File: src/rtl/div_unit.sv
// Purpose : 32-bit radix-2 restoring divider answering EX-stage DIV/DIVU with {remainder, quotient}.
// Latency : ready_o rises after the 34th edge counting the accepting edge as 1; divide-by-zero after the 2nd.
// Backpressure: result and ready_o are held while start_i stays high; dropping start_i returns to idle.
//
// Ports:
//   clk           rising-edge clock
//   rst           asynchronous reset, active-low
//   signed_div_i  1 = signed DIV, 0 = unsigned DIVU (sampled with start)
//   opdata1_i     dividend (sampled with start)
//   opdata2_i     divisor  (sampled with start)
//   start_i       request, held high until the result has been consumed
//   annul_i       cancel request (flush / exception), level-sensitive
//   result_o      {remainder[63:32], quotient[31:0]}, registered
//   ready_o       result valid, registered
module div_unit (
  input  logic        clk,
  input  logic        rst,
  input  logic        signed_div_i,
  input  logic [31:0] opdata1_i,
  input  logic [31:0] opdata2_i,
  input  logic        start_i,
  input  logic        annul_i,
  output logic [63:0] result_o,
  output logic        ready_o
);

  typedef enum logic [1:0] {
    ST_FREE    = 2'd0,
    ST_DIVZERO = 2'd1,
    ST_ON      = 2'd2,
    ST_END     = 2'd3
  } state_t;

  state_t      state;
  logic [5:0]  cnt;
  logic [64:0] w;        // {partial remainder, dividend / quotient bits, spare}
  logic [31:0] divisor;  // magnitude of the divisor
  logic        neg_q;    // quotient sign fix-up needed at the end
  logic        neg_r;    // remainder follows the dividend's sign

  logic [31:0] dvd_abs;
  logic [31:0] dvs_abs;
  logic [32:0] t;
  logic [31:0] q_raw;
  logic [31:0] r_raw;
  logic [31:0] q_fin;
  logic [31:0] r_fin;

  // Magnitudes; 0x80000000 stays 0x80000000 and is treated as unsigned.
  assign dvd_abs = (signed_div_i && opdata1_i[31]) ? (~opdata1_i + 32'd1) : opdata1_i;
  assign dvs_abs = (signed_div_i && opdata2_i[31]) ? (~opdata2_i + 32'd1) : opdata2_i;

  // Trial subtraction; t[32] set means a borrow, so the quotient bit is 0.
  assign t = {1'b0, w[63:32]} - {1'b0, divisor};

  assign q_raw = w[31:0];
  assign r_raw = w[64:33];
  assign q_fin = neg_q ? (~q_raw + 32'd1) : q_raw;
  assign r_fin = neg_r ? (~r_raw + 32'd1) : r_raw;

  always_ff @(posedge clk or negedge rst) begin
    if (!rst) begin
      state    <= ST_FREE;
      cnt      <= 6'd0;
      w        <= 65'd0;
      divisor  <= 32'd0;
      neg_q    <= 1'b0;
      neg_r    <= 1'b0;
      result_o <= 64'd0;
      ready_o  <= 1'b0;
    end else begin
      unique case (state)
        ST_FREE: begin
          result_o <= 64'd0;
          ready_o  <= 1'b0;
          // A request that arrives together with annul is dropped.
          if (start_i && !annul_i) begin
            if (opdata2_i == 32'd0) begin
              state <= ST_DIVZERO;
            end else begin
              neg_q   <= signed_div_i && (opdata1_i[31] ^ opdata2_i[31]);
              neg_r   <= signed_div_i && opdata1_i[31];
              divisor <= dvs_abs;
              w       <= {32'd0, dvd_abs, 1'b0};
              cnt     <= 6'd0;
              state   <= ST_ON;
            end
          end
        end

        ST_ON: begin
          if (annul_i) begin
            state <= ST_FREE;
            cnt   <= 6'd0;
          end else if (cnt != 6'd32) begin
            if (t[32]) begin
              w <= {w[63:0], 1'b0};
            end else begin
              w <= {t[31:0], w[31:0], 1'b1};
            end
            cnt <= cnt + 6'd1;
          end else begin
            result_o <= {r_fin, q_fin};
            ready_o  <= 1'b1;
            cnt      <= 6'd0;
            state    <= ST_END;
          end
        end

        ST_DIVZERO: begin
          if (annul_i) begin
            state <= ST_FREE;
          end else begin
            result_o <= 64'd0;
            ready_o  <= 1'b1;
            state    <= ST_END;
          end
        end

        ST_END: begin
          // Result is held until EX releases start_i; annul has no effect here.
          if (!start_i) begin
            result_o <= 64'd0;
            ready_o  <= 1'b0;
            state    <= ST_FREE;
          end
        end

        default: state <= ST_FREE;
      endcase
    end
  end

endmodule

File: config.mk
export PLATFORM = sky130hd
export DESIGN_NAME = div_unit
export DESIGN_NICKNAME = d
export VERILOG_FILES = /design/src/rtl/div_unit.sv
export SDC_FILE = /design/constraint.sdc
export NUM_CORES = 1
export LEC_CHECK = 0
export CAP_MARGIN = 5
export CORE_ASPECT_RATIO = 1.1
export CORE_MARGIN = 1.5
export CORE_UTILIZATION = 50
export CTS_CLUSTER_DIAMETER = 40
export DETAILED_ROUTE_END_ITERATION = 6
export PLACE_DENSITY = 0.84
export SYNTH_ARGS = -nofsm -noshare
export SYNTH_HDL_FRONTEND = slang
export SYNTH_SLANG_ARGS = --single-unit
File: constraint.sdc
create_clock -name clk -period 4.3 [get_ports clk]
set_input_delay 0.43 -clock clk [delete_from_list [all_inputs] [get_ports clk]]
set_output_delay 0.43 -clock clk [all_outputs]
set_load 0.03 [all_outputs]
==> summary by stage <==
Job
Across the run, the number of max-cap violations was 0.

Synth
Of the total synthesized cell area, the portion taken by full adders, half adders and majority gates is 0.05056. Of the synthesized area, sequential elements account for 0.3814. The most instantiated flip-flop cell in the synthesis netlist is sky130_fd_sc_hd__dfrtp_1.

Counting flops and latches in the post-synthesis netlist gives 172. After synthesis, the largest family of logic cells by area is compound AO/OA/AOI/OAI gates. The fraction of the mapped netlist area in simple logic gates is 0.1706. Synthesis produced a netlist with a net count of 1,460. Yosys printed 0 warnings. The synthesized cell area is 11,280 um^2.

The XOR/XNOR share of the synthesized area is 0.1118. After synthesis, the share of cell area in mux cells is 0.03160. The share of flip-flops with an asynchronous set or reset is 1.000.

The synthesized-area fraction occupied by ao, oa, aoi and oai cells is 0.2112. The mean instance size in the synthesized netlist is between 8 and 9 um^2. The number of synthesized flops with an enable pin is 0. The cell count after synthesis came out at 1,346. The netlist uses 58 different library cells.

Setup path
Across all register-to-register paths, the minimum setup slack is 0.86 ns. The critical path launch point type is a flip-flop. The data arrival time of the worst path is 3.81 ns.

On the critical path, the stage with the largest delay is an instance of sky130_fd_sc_hd__o31ai_1. The kind of capture point of the worst setup path is a flip-flop. Tracing the worst setup path back leads to its startpoint at w[32]. For this run, the slowest stage of the critical path takes ~0.5 ns. STA puts the critical path data required time at 4.66 ns. The reg-to-reg critical path startpoint is w[32]. The critical path class is reg -> reg. The critical path ends at w[33]. Traced cell by cell, the critical path runs through inv_1 > ha_1 > fa_1 > nand2b_1 > a21oi_1 > o31ai_1 > a211oi_1 > nor3_1 > a21o_1 > buf_4 > mux2_2 > o21ai_0. Measured in cells, the most critical reg-to-reg path has a length of 12. Along the worst path, the maximum fanout reaches 16.

The destination of the worst register-to-register timing path is w[33].

CTS
The clock net in this run drives a total of 172 sinks. TritonCTS built the clock tree. The quantity of gates resized following cts is 0. The H-tree was split into 4 levels. The clock transition at the register clock pins on the worst setup and hold paths after CTS is 0.07 ns. In this run the post-CTS setup repair buffer count came out at 0.

The hold buffer count at CTS is 0. No sink is reached through more buffers than the 2 on the longest clock path. The number of CTS-inserted buffers is 17. Clock latency on the worst-skew pair, taken at its later pin, is 0.45 ns.

The root cell of the clock tree is sky130_fd_sc_hd__clkbuf_16.

STA
The count of final max-slew check failures is 0. Setup repair after global routing left no endpoint under its margin. Setup violations remaining at the end of the flow were counted as 0. The final number of hold-violating endpoints came to 0. The final total negative setup slack is 0 ns. The transition time of the tightest slew-check pin is 1.070 ns. The maximum clock frequency is between 200 and 300 MHz.

The remaining max-slew budget at the tightest pin is 0.2867. The clock period minus final worst setup slack is 3.445 ns. The worst clock skew is roughly 0.011 ns. Of the available clock period, the critical path in the final layout requires 0.8012.

GRT
The total overflow left after global routing is 0. The first global-routing pass estimated 47.10 mm of wire. The number of antenna violations at the first check in global routing was 0. Entering global routing, the biggest net connects a little over 100 pins. The via count of the first global-routing pass is 9,685. The all-layer global routing usage is 0.2453.

Routing
The aggregate routed wire length is 28.33 mm. The routed layout has 10,200 vias. The count of nets left with antenna violations once routing finished came out at 0. In the final routed layout, each cell accounts on average for between 15 and 20 um. The DRC violation count after routing is 0. The per-cell via count in the routed design is ~5.8. The DRC marker count from the first detailed-route iteration is 682. The first detailed-routing pass ran for 6 iterations.

Power
The internal power of the cells totals 4.362 mW. Of the total power, registers draw 0.314. Across the VDD grid, the largest voltage drop is 0.3209 mV. Power spread over the standard cell area amounts to between 500 and 600 nW/um^2. The switching power as a share of total power is 0.4474. The leakage power of the design is 5.949 nW.

The part of the total power dissipated in the clock network is 0.197. For this design the total switching power over the nets is 3.532 mW. The share of total power dissipated in combinational logic is 0.488.

Placed design
Input and output buffers added on the ports amount to around 130. The HPWL after detailed placement is about 21 mm. Routability-driven placement finished with a final weighted congestion of 0.9180. In this run, placement finished with an instance count of 1,718.

Status
The flow ran to the end, and the final reports show no timing, DRC or antenna violations.

Floorplanning
The die area is 23,480 um^2. The die span in y is 160.6 um. The initial utilization of the core area, before any placement, comes to 0.5104. The floorplan has 57 rows.

The total area inside the core boundary comes to 22,110 um^2. The boundary pin count is 134. The floorplan die width is around 150 um.

Finish
In the final layout, the share of cells above drive strength 1 is 0.05430. The number of cells in the finished layout apart from fillers is 1,750. The final layout contains between 1,500 and 2,000 nets.

Compared with the post-synthesis result, the final layout area differs by 19.15%. The number of diodes added for antenna fixing is 0.

Worst hold path
The path class of the tightest hold or removal check is in -> async.
## final cells by class
cell class	instances	area (um^2)
Timing Repair Buffer	147	1463
Multi-Input combinational cell	1049	6509
Clock inverter	15	168.9
Sequential cell	172	4304
Clock buffer	17	425.4
Fill cell	1916	8663
Tap cell	295	369.1
Inverter	55	206.4
## state kept, by name, indices dropped and copies added (netlist names)
register and count:
result_o 64, neg_r 1, neg_q 1, divisor 32, cnt 6, ready_o 1
w 65, state 2
## critical path, delay by kind of cell, from the launching register on
kind,cells,cell delay [ns]
compound gates,5,1.15
simple gates,2,0.65
buf+inv,2,0.41
fa+ha+maj,2,0.40
mux,1,0.38
flops,1,0.37
## kinds of logic (layout without fill, tap and decap cells)
logic type | Yosys count | in the layout
xor gates and xnor gates | 144 | 144
AOI/OAI and AO/OA | 409 | 409
buffers and inverters | 125 | 234
and+or+nand+nor | 416 | 416
DFF | 172 | 172
muxes | 35 | 35
adders and majority gates | 45 | 45
## synthesized netlist by cell type, types with 3 or more instances
master | n | area, um^2
sky130_fd_sc_hd__mux2_2 | 5 | 56.30
sky130_fd_sc_hd__buf_1 | 5 | 18.77
sky130_fd_sc_hd__or4_1 | 13 | 97.59
sky130_fd_sc_hd__or3_1 | 18 | 112.6
sky130_fd_sc_hd__o21ai_0 | 196 | 980.9
sky130_fd_sc_hd__xor2_1 | 99 | 867.1
sky130_fd_sc_hd__and2_1 | 5 | 31.28
sky130_fd_sc_hd__o21bai_1 | 5 | 37.54
sky130_fd_sc_hd__mux2i_1 | 30 | 300.3
sky130_fd_sc_hd__nor3_1 | 19 | 95.09
sky130_fd_sc_hd__o31ai_1 | 26 | 195.2
sky130_fd_sc_hd__ha_1 | 44 | 550.5
sky130_fd_sc_hd__a21oi_1 | 96 | 480.5
sky130_fd_sc_hd__a21o_1 | 13 | 97.59
sky130_fd_sc_hd__nand3_1 | 16 | 80.08
sky130_fd_sc_hd__a31oi_1 | 11 | 68.82
sky130_fd_sc_hd__inv_1 | 55 | 206.5
sky130_fd_sc_hd__nor4_1 | 12 | 75.07
sky130_fd_sc_hd__and3_1 | 6 | 37.54
sky130_fd_sc_hd__nand2b_1 | 13 | 81.33
sky130_fd_sc_hd__a211oi_1 | 7 | 52.55
sky130_fd_sc_hd__dfrtp_1 | 172 | 4304
sky130_fd_sc_hd__o41ai_1 | 8 | 70.07
sky130_fd_sc_hd__nor2b_1 | 8 | 50.05
sky130_fd_sc_hd__nand2_1 | 211 | 792.0
sky130_fd_sc_hd__nand4_1 | 8 | 50.05
sky130_fd_sc_hd__o41ai_2 | 3 | 48.80
sky130_fd_sc_hd__or2_2 | 7 | 43.79
sky130_fd_sc_hd__o211ai_1 | 8 | 60.06
sky130_fd_sc_hd__xnor2_1 | 45 | 394.1
sky130_fd_sc_hd__a221o_1 | 4 | 40.04
sky130_fd_sc_hd__nor2_1 | 67 | 251.5
sky130_fd_sc_hd__o21ai_1 | 10 | 50.05
sky130_fd_sc_hd__clkbuf_1 | 59 | 221.5
sky130_fd_sc_hd__a32oi_1 | 6 | 52.55
sky130_fd_sc_hd__or4_4 | 5 | 56.30
sky130_fd_sc_hd__buf_2 | 5 | 25.02
## per-stage QoR
step,util,hold slack (ns),power [mW],worst slack [ns],area [um^2]
2_1_floorplan,-,0.1344,5.282,1.239,11280
3_3_place_gp,0.5813,0.4598,6.134,0.6340,12850
3_5_place_dp,0.5813,0.4694,6.276,0.5441,12850
4_1_cts,0.6081,0.1341,7.868,0.9233,13450
5_1_grt,0.6081,0.1558,8.501,0.5267,13450
6_report,0.6081,0.06242,7.894,0.8550,13450
## routing by layer
metal	vias up	track usage	wire length (um)
met3	49	0.03750	1307
met1	4908	0.3234	12580
met5	-	0	0
li1	4931	-	-
met2	310	0.4179	13920
met4	0	0.07254	524
## power by group through the flow
| stage | logic, mW | registers, mW | clock network [mW] |
|---|---|---|---|
| 6_report | 3.85 | 2.48 | 1.56 |
| 5_1_grt | 4.32 | 2.54 | 1.64 |
| 4_1_cts | 3.83 | 2.46 | 1.58 |
| 3_5_place_dp | 3.79 | 2.49 | 0 |
| 3_3_place_gp | 3.67 | 2.46 | 0 |
| 2_1_floorplan | 2.94 | 2.34 | 0 |
## cell usage in the layout, fill, tap and decap left out, types with 15 or more instances in the layout
master	netlist	final
sky130_fd_sc_hd__inv_1	55	55
sky130_fd_sc_hd__a21oi_1	96	96
sky130_fd_sc_hd__nand2_1	211	210
sky130_fd_sc_hd__nor3_1	19	19
sky130_fd_sc_hd__xnor2_1	45	45
sky130_fd_sc_hd__clkdlybuf4s50_1	0	132
sky130_fd_sc_hd__nand3_1	16	15
sky130_fd_sc_hd__o21ai_0	196	196
sky130_fd_sc_hd__xor2_1	99	99
sky130_fd_sc_hd__dfrtp_1	172	172
sky130_fd_sc_hd__nor2_1	67	67
sky130_fd_sc_hd__or3_1	18	18
sky130_fd_sc_hd__mux2i_1	30	30
sky130_fd_sc_hd__ha_1	44	43
sky130_fd_sc_hd__o31ai_1	26	26
sky130_fd_sc_hd__clkbuf_16	0	17
## worst min path at each step
| stage | slack [ns] | depth (start not counted) | end | start |
|---|---|---|---|---|
| 6_report | 0.06 | 1 | ready_o | rst |
| 5_1_grt | 0.16 | 1 | ready_o | rst |
| 4_1_cts | 0.13 | 1 | ready_o | rst |
| 3_5_place_dp | 0.47 | 2 | result_o[15] | result_o[15] |
| 3_3_place_gp | 0.46 | 2 | result_o[15] | result_o[15] |
| 2_1_floorplan | 0.13 | 0 | cnt[0] | rst |
No activity file was read; power rests on OpenSTA's default activity.
